<file path="src/rtl/cobs_pkg.sv">
// COBS framing constants and encoder state type, shared by the encode and decode sides of the host link.
package cobs_pkg;
    localparam int         COBS_MAX_RUN    = 254;
    localparam logic [7:0] COBS_DELIM      = 8'h00;
    localparam logic [7:0] COBS_EMPTY_CODE = 8'h01;

    typedef enum logic [2:0] {
        COLLECT,
        SEND_CODE,
        SEND_DATA,
        SEND_TAIL,
        SEND_DELIM
    } enc_state_t;
endpackage

</file>
<file path="src/rtl/cobs_group_buf.sv">
// Single COBS group store: synchronous write, registered read.
// A read of the address being written returns the new byte.
module cobs_group_buf
    import cobs_pkg::*;
#(
    parameter int DEPTH  = COBS_MAX_RUN,
    parameter int DATA_W = 8,
    parameter int AW     = 8
) (
    input  logic              clk,
    input  logic              we,
    input  logic [AW-1:0]     waddr,
    input  logic [DATA_W-1:0] wdata,
    input  logic [AW-1:0]     raddr,
    output logic [DATA_W-1:0] rdata
);
    logic [DATA_W-1:0] r_mem [DEPTH];
    logic [DATA_W-1:0] r_rdata;

    always_ff @(posedge clk) begin
        if (we && (int'(waddr) < DEPTH))
            r_mem[waddr] <= wdata;
        // Write-first bypass lets a one-byte group be read back the cycle it closes
        if (we && (waddr == raddr))
            r_rdata <= wdata;
        else if (int'(raddr) < DEPTH)
            r_rdata <= r_mem[raddr];
        else
            r_rdata <= '0;
    end

    assign rdata = r_rdata;
endmodule

</file>
<file path="src/rtl/cobs_frame_encoder.sv">
// COBS frame encoder: buffers one group, then emits code, data and the 0x00 delimiter.
// Optional frame counter output enabled by defining COBS_FRAME_CNT_EN.
//
// state      | meaning
// COLLECT    | accepting raw bytes into the group buffer
// SEND_CODE  | presenting the group code byte
// SEND_DATA  | presenting buffered group bytes
// SEND_TAIL  | presenting 0x01 for a frame that ended on a zero
// SEND_DELIM | presenting the 0x00 frame delimiter
module cobs_frame_encoder
    import cobs_pkg::*;
#(
    parameter int MAX_RUN = COBS_MAX_RUN,
    parameter int DATA_W  = 8
) (
    input  logic              clk,
    input  logic              rst,
    input  logic              in_valid,
    output logic              in_ready,
    input  logic [DATA_W-1:0] in_data,
    input  logic              in_last,
    output logic              out_valid,
    input  logic              out_ready,
    output logic [DATA_W-1:0] out_data,
    output logic              busy
`ifdef COBS_FRAME_CNT_EN
    ,
    output logic [15:0]       frame_cnt
`endif
);
    localparam int CNT_W = $clog2(MAX_RUN + 1);
    localparam logic [CNT_W-1:0] ONE = CNT_W'(1);

    enc_state_t        r_state;
    logic [CNT_W-1:0]  r_count;
    logic [CNT_W-1:0]  r_rptr;
    logic              r_tail;
    logic              r_delim;
    logic              r_in_ready;
    logic              r_out_valid;
    logic [DATA_W-1:0] r_out_data;
    logic              r_busy;

    logic              w_in_xfer;
    logic              w_out_xfer;
    logic              w_nz;
    logic              w_we;
    logic              w_close;
    logic [CNT_W-1:0]  w_cnt_nxt;
    logic [DATA_W-1:0] w_code;
    logic [CNT_W-1:0]  w_rptr_nxt;
    logic [DATA_W-1:0] w_rdata;
    enc_state_t        w_after_state;
    logic [DATA_W-1:0] w_after_data;

    assign w_in_xfer  = in_valid && r_in_ready;
    assign w_out_xfer = r_out_valid && out_ready;
    assign w_nz       = (in_data != '0);
    assign w_we       = w_in_xfer && w_nz;
    assign w_cnt_nxt  = r_count + CNT_W'(w_nz);
    assign w_close    = !w_nz || (w_cnt_nxt == CNT_W'(MAX_RUN)) || in_last;
    assign w_code     = DATA_W'(w_cnt_nxt + ONE);

    // Read pointer runs one byte ahead of out_data so the registered read is ready on transfer
    always_comb begin
        w_rptr_nxt = r_rptr;
        if (w_out_xfer) begin
            if (r_state == SEND_CODE && r_count != '0)
                w_rptr_nxt = r_rptr + ONE;
            else if (r_state == SEND_DATA)
                w_rptr_nxt = (r_rptr < r_count) ? r_rptr + ONE : '0;
        end
    end

    always_comb begin
        w_after_state = COLLECT;
        w_after_data  = COBS_DELIM;
        if (r_tail) begin
            w_after_state = SEND_TAIL;
            w_after_data  = COBS_EMPTY_CODE;
        end else if (r_delim) begin
            w_after_state = SEND_DELIM;
        end
    end

    cobs_group_buf #(
        .DEPTH  (MAX_RUN),
        .DATA_W (DATA_W),
        .AW     (CNT_W)
    ) u_buf (
        .clk   (clk),
        .we    (w_we),
        .waddr (r_count),
        .wdata (in_data),
        .raddr (w_rptr_nxt),
        .rdata (w_rdata)
    );

    always_ff @(posedge clk or negedge rst) begin
        if (!rst) begin
            r_state     <= COLLECT;
            r_count     <= '0;
            r_rptr      <= '0;
            r_tail      <= 1'b0;
            r_delim     <= 1'b0;
            r_in_ready  <= 1'b0;
            r_out_valid <= 1'b0;
            r_out_data  <= '0;
            r_busy      <= 1'b0;
        end else begin
            r_rptr <= w_rptr_nxt;
            case (r_state)
                COLLECT: begin
                    r_in_ready <= 1'b1;
                    if (w_in_xfer) begin
                        r_busy  <= 1'b1;
                        r_count <= w_cnt_nxt;
                        if (w_close) begin
                            r_tail      <= in_last && !w_nz;
                            r_delim     <= in_last;
                            r_in_ready  <= 1'b0;
                            r_out_valid <= 1'b1;
                            r_out_data  <= w_code;
                            r_state     <= SEND_CODE;
                        end
                    end
                end
                SEND_CODE: begin
                    if (w_out_xfer) begin
                        if (r_count != '0) begin
                            r_out_data <= w_rdata;
                            r_state    <= SEND_DATA;
                        end else begin
                            r_state <= w_after_state;
                            if (w_after_state == COLLECT) begin
                                r_out_valid <= 1'b0;
                                r_in_ready  <= 1'b1;
                            end else begin
                                r_out_data <= w_after_data;
                            end
                        end
                    end
                end
                SEND_DATA: begin
                    if (w_out_xfer) begin
                        if (r_rptr < r_count) begin
                            r_out_data <= w_rdata;
                        end else begin
                            r_count <= '0;
                            r_state <= w_after_state;
                            if (w_after_state == COLLECT) begin
                                r_out_valid <= 1'b0;
                                r_in_ready  <= 1'b1;
                            end else begin
                                r_out_data <= w_after_data;
                            end
                        end
                    end
                end
                SEND_TAIL: begin
                    if (w_out_xfer) begin
                        r_out_data <= COBS_DELIM;
                        r_state    <= SEND_DELIM;
                    end
                end
                SEND_DELIM: begin
                    if (w_out_xfer) begin
                        r_out_valid <= 1'b0;
                        r_busy      <= 1'b0;
                        r_in_ready  <= 1'b1;
                        r_state     <= COLLECT;
                    end
                end
                default: r_state <= COLLECT;
            endcase
        end
    end

`ifdef COBS_FRAME_CNT_EN
    logic [15:0] r_frame_cnt;

    always_ff @(posedge clk or negedge rst) begin
        if (!rst)
            r_frame_cnt <= '0;
        else if (r_state == SEND_DELIM && w_out_xfer)
            r_frame_cnt <= r_frame_cnt + 16'd1;
    end

    assign frame_cnt = r_frame_cnt;
`endif

    assign in_ready  = r_in_ready;
    assign out_valid = r_out_valid;
    assign out_data  = r_out_data;
    assign busy      = r_busy;
endmodule

</file>
<file path="config.mk">
export PLATFORM = sky130hd
export DESIGN_NAME = cobs_frame_encoder
export DESIGN_NICKNAME = d
export VERILOG_FILES = /design/src/rtl/cobs_pkg.sv /design/src/rtl/cobs_group_buf.sv /design/src/rtl/cobs_frame_encoder.sv
export SDC_FILE = /design/constraint.sdc
export NUM_CORES = 2
export LEC_CHECK = 0
export ABC_AREA = 1
export ABC_CLOCK_PERIOD_IN_PS = 4280
export BUFFER_PORTS_ARGS = -buffer_cell sky130_fd_sc_hd__buf_2
export CORE_MARGIN = 8
export CORE_UTILIZATION = 30
export CTS_CLUSTER_DIAMETER = 200
export DETAILED_ROUTE_END_ITERATION = 12
export PLACE_DENSITY_LB_ADDON = 0.15
export SLEW_MARGIN = 20
export SYNTH_ARGS = -nofsm -noshare
export SYNTH_HDL_FRONTEND = slang
export SYNTH_HIERARCHICAL = 1
export SYNTH_SLANG_ARGS = --single-unit
</file>
<file path="constraint.sdc">
create_clock -name clk -period 4.28 [get_ports clk]
set_input_delay 0.856 -clock clk [delete_from_list [all_inputs] [get_ports clk]]
set_output_delay 0.856 -clock clk [all_outputs]
set_load 0.03 [all_outputs]
</file>
==> results.toml <==
[timing]
finalMaxSlewViolations = 0
skew_ps = 48.07
finalSetupTns_ps = 0
rsz0062_at_grt = "true"
min_period_ps = 4054
finalCritPeriodShare = 0.9472
relSlewSlack = 0.2293
setup_slack_ps = 226.2
worstMarginPinSlew_ps = 1152
fmax_mhz = 246.7
finalSetupViolCount = 0
hold_viol_final = 0

[clock_tree]
clock_sinks = 2072
cts_root_buf = "clkbuf_16"
holdBufCountCts = 0
cts.reportedPaths.clkPinSlew_ps = 60
clock_latency_ps = 860
clk_path_buf_depth = 3
htreeDepth = 4
cts_buffers = 226
cts_tree = "built"

[grt]
first_global_vias = 58160
grt_use_total = 0.1836
grt_max_degree = 135
antenna_found_initial = 9
grt.overflow.total = 0
grt_first_pass_wirelength_um = 419600

[setup_path]
r2r-end = "u_buf/rdata[6]"
arrival_ps = 4820
critPathLaunch = "r_count[7]"
rr_worst_depth = 25
critPathSlowestCell = "dfrtp_1"
max_stage_delay_ps = 380
worst_setup_path_start_kind = "flip-flop"
r2r-start = "r_count[7]"
critPathKind = "flip-flop to flip-flop"
crit_required_ps = 5050
regToRegSetupSlack_ps = 230
crit_family = "simple AND/OR/NAND/NOR gates"
crit_buf_inv = 6
path_common_cell = "nand2_1"
end_kind = "flip-flop"
path_max_fanout = 57

[routing]
vias = 58850
wl_per_cell_um = 24.56
route.detailed.drc = 0
met2WireLength_um = 139200
wl_met1_um = 134100
first_pass_iters = 5
highest_layer = "met4"
ant_nets = 0
drt_iter0_markers = 5344
wl_met3_um = 13040
drt-total-wl_um = 295300
vias_per_cell = 4.893

[yosys]
yosys_warnings = 6
synth_cell_types = 46
syn-num-nets = 7759
ys_seq_area_frac = 0.7173
syn-cell-area_um2 = 86410
synthCells = 7734
synth_area_per_cell_um2 = 11.17
ys_ff_latch = 2072

[layout]
seqCellArea_um2 = 61980
post_route_cells_drive_above_1_share = 0.1122
multiInputGateArea_um2 = 21380
layout_commonest_cell = "nand2_1"
area_growth_pct = 18.00
num-fill-cells = 28350
final_cell_mix = "2643 x nand2_1, 2032 x edfxtp_1, 895 x nand3_1"
fin_nets = 8071

[power]
ir_drop_uv = 558.5
p_leak_nw = 37.31
power_density_nw_per_um2 = 729.8

[floorplan]
core_um2 = 287400
dieArea_um2 = 305500
num_rows = 197
initial_core_util = 0.3007
pin_count = 24
die_w_um = 552.7
die_y_um = 552.7

[place]
port-buffer-count = 23
gp_congestion = 0.8208
pre_cts_slack_ps = 67.55
dpl.hpwl_um = 177100

[status]
outcome = "complete, no violations"

[worst_hold_path]
hp-class = "input pin to asynchronous set/reset pin"

[flow_run]
max-cap-violations = 0
-- flip-flops by register name (all words and copies together), names as in the netlist --
signal and count:
busy 1, in_ready 1, out_data 8, r_delim 1, r_count 8, u_buf/r_mem 2032
r_rptr 8, out_valid 1, u_buf/rdata 8, r_state 3, r_tail 1
-- worst max path at each step --
stage / cells past startpoint / slack, ps / to
finish: 25 / 230 / u_buf/rdata[6]
global placement: 19 / -20 / u_buf/rdata[4]
global route: 27 / -20 / u_buf/rdata[4]
CTS: 21 / 10 / u_buf/rdata[2]
floorplan: 25 / 1020 / u_buf/rdata[0]
detailed placement: 19 / 70 / u_buf/rdata[6]
-- cells in the mapped netlist (all sizes together) --
library cell	n	area, um^2
o22ai	39	244.0
dfxtp	8	160.2
nand3	908	4584
nor3	28	140.1
nand3b	3	22.52
buf	366	2059
a21oi	190	950.9
nor4	4	25.02
inv	228	865.8
a21boi	18	135.1
nand2	2674	10090
edfxtp	2032	61020
or2	6	37.54
o2111ai	1	8.760
a21o	1	7.510
nand4	10	62.56
xnor2	3	26.28
nor2	762	2898
and2	1	6.260
o21ai	255	1291
dfrtp	32	800.8
clkbuf	81	305.3
xor2	8	70.07
o21a	1	7.510
o211ai	48	360.4
ha	12	150.1
clkinv	6	22.52
a31oi	9	56.30
-- stage by stage --
step / instances / total power (W) / utilization / instance area [um^2] / hold slack (ps)
floorplan: 7734 / 0.04048 / - / 86410 / 459.7
global placement: 11580 / 0.05453 / 0.3272 / 94030 / 484.5
detailed placement: 11580 / 0.05438 / 0.3272 / 94030 / 490.6
CTS: 12000 / 0.07410 / 0.3529 / 101400 / 36.40
global route: 12020 / 0.07827 / 0.3548 / 102000 / 84.75
finish: 12030 / 0.07441 / 0.3548 / 102000 / 80.45
-- power breakdown --
group	switching (W)	internal, W
logic	0.0227	0.00938
clock network	0.00826	0.0113
registers	0.000208	0.0226
total	0.0311	0.0433
-- final cells by class --
| cell class | count | area share |
|---|---|---|
| timing repair inverter | 1 | 0.0001104 |
| antenna | 4 | 0.00009817 |
| clock inverter | 126 | 0.01322 |
| timing repair buffer | 530 | 0.05424 |
| clock buffer | 297 | 0.05920 |
| multi-input combinational | 4981 | 0.2097 |
| sequential | 2072 | 0.6079 |
| inverter | 234 | 0.009203 |
| tap | 3781 | 0.04640 |
-- layer usage --
| metal | up-vias | GRT usage |
|---|---|---|
| li1 | 27220 | - |
| met4 | 0 | 0.05372 |
| met3 | 389 | 0.02134 |
| met5 | - | 0 |
| met1 | 29670 | 0.2555 |
| met2 | 1568 | 0.3025 |
-- cell families after synthesis --
family                     count (synthesis)  share of synthesized area
DFF                                     2072                     0.7173
and+or+nand+nor                         4396                     0.2068
adders and majority gates                 12                   0.001738
AOI/OAI and AO/OA                        562                    0.03543
xor gates and xnor gates                  11                   0.001115
buffers and inverters                    681                    0.03765
-- what timing repair did --
| item | 4_1_cts | 5_1_grt |
|---|---|---|
| gates resized for setup | 1 | 29 |
| setup endpoints to repair | 1 | 6 |
| buffers inserted | 0 | 14 |
| cloned | 0 | 10 |
| pin swaps | 0 | 5 |
-- worst register-to-register path: cells and delay by family (launching register included) --
kind / cells / cell delay (ps)
AOI/OAI and AO/OA: 2 / 400
adders and majority gates: 1 / 270
buffers and inverters: 6 / 850
DFF: 1 / 380
and+or+nand+nor: 16 / 2080
(Power assumes the default switching activity.)
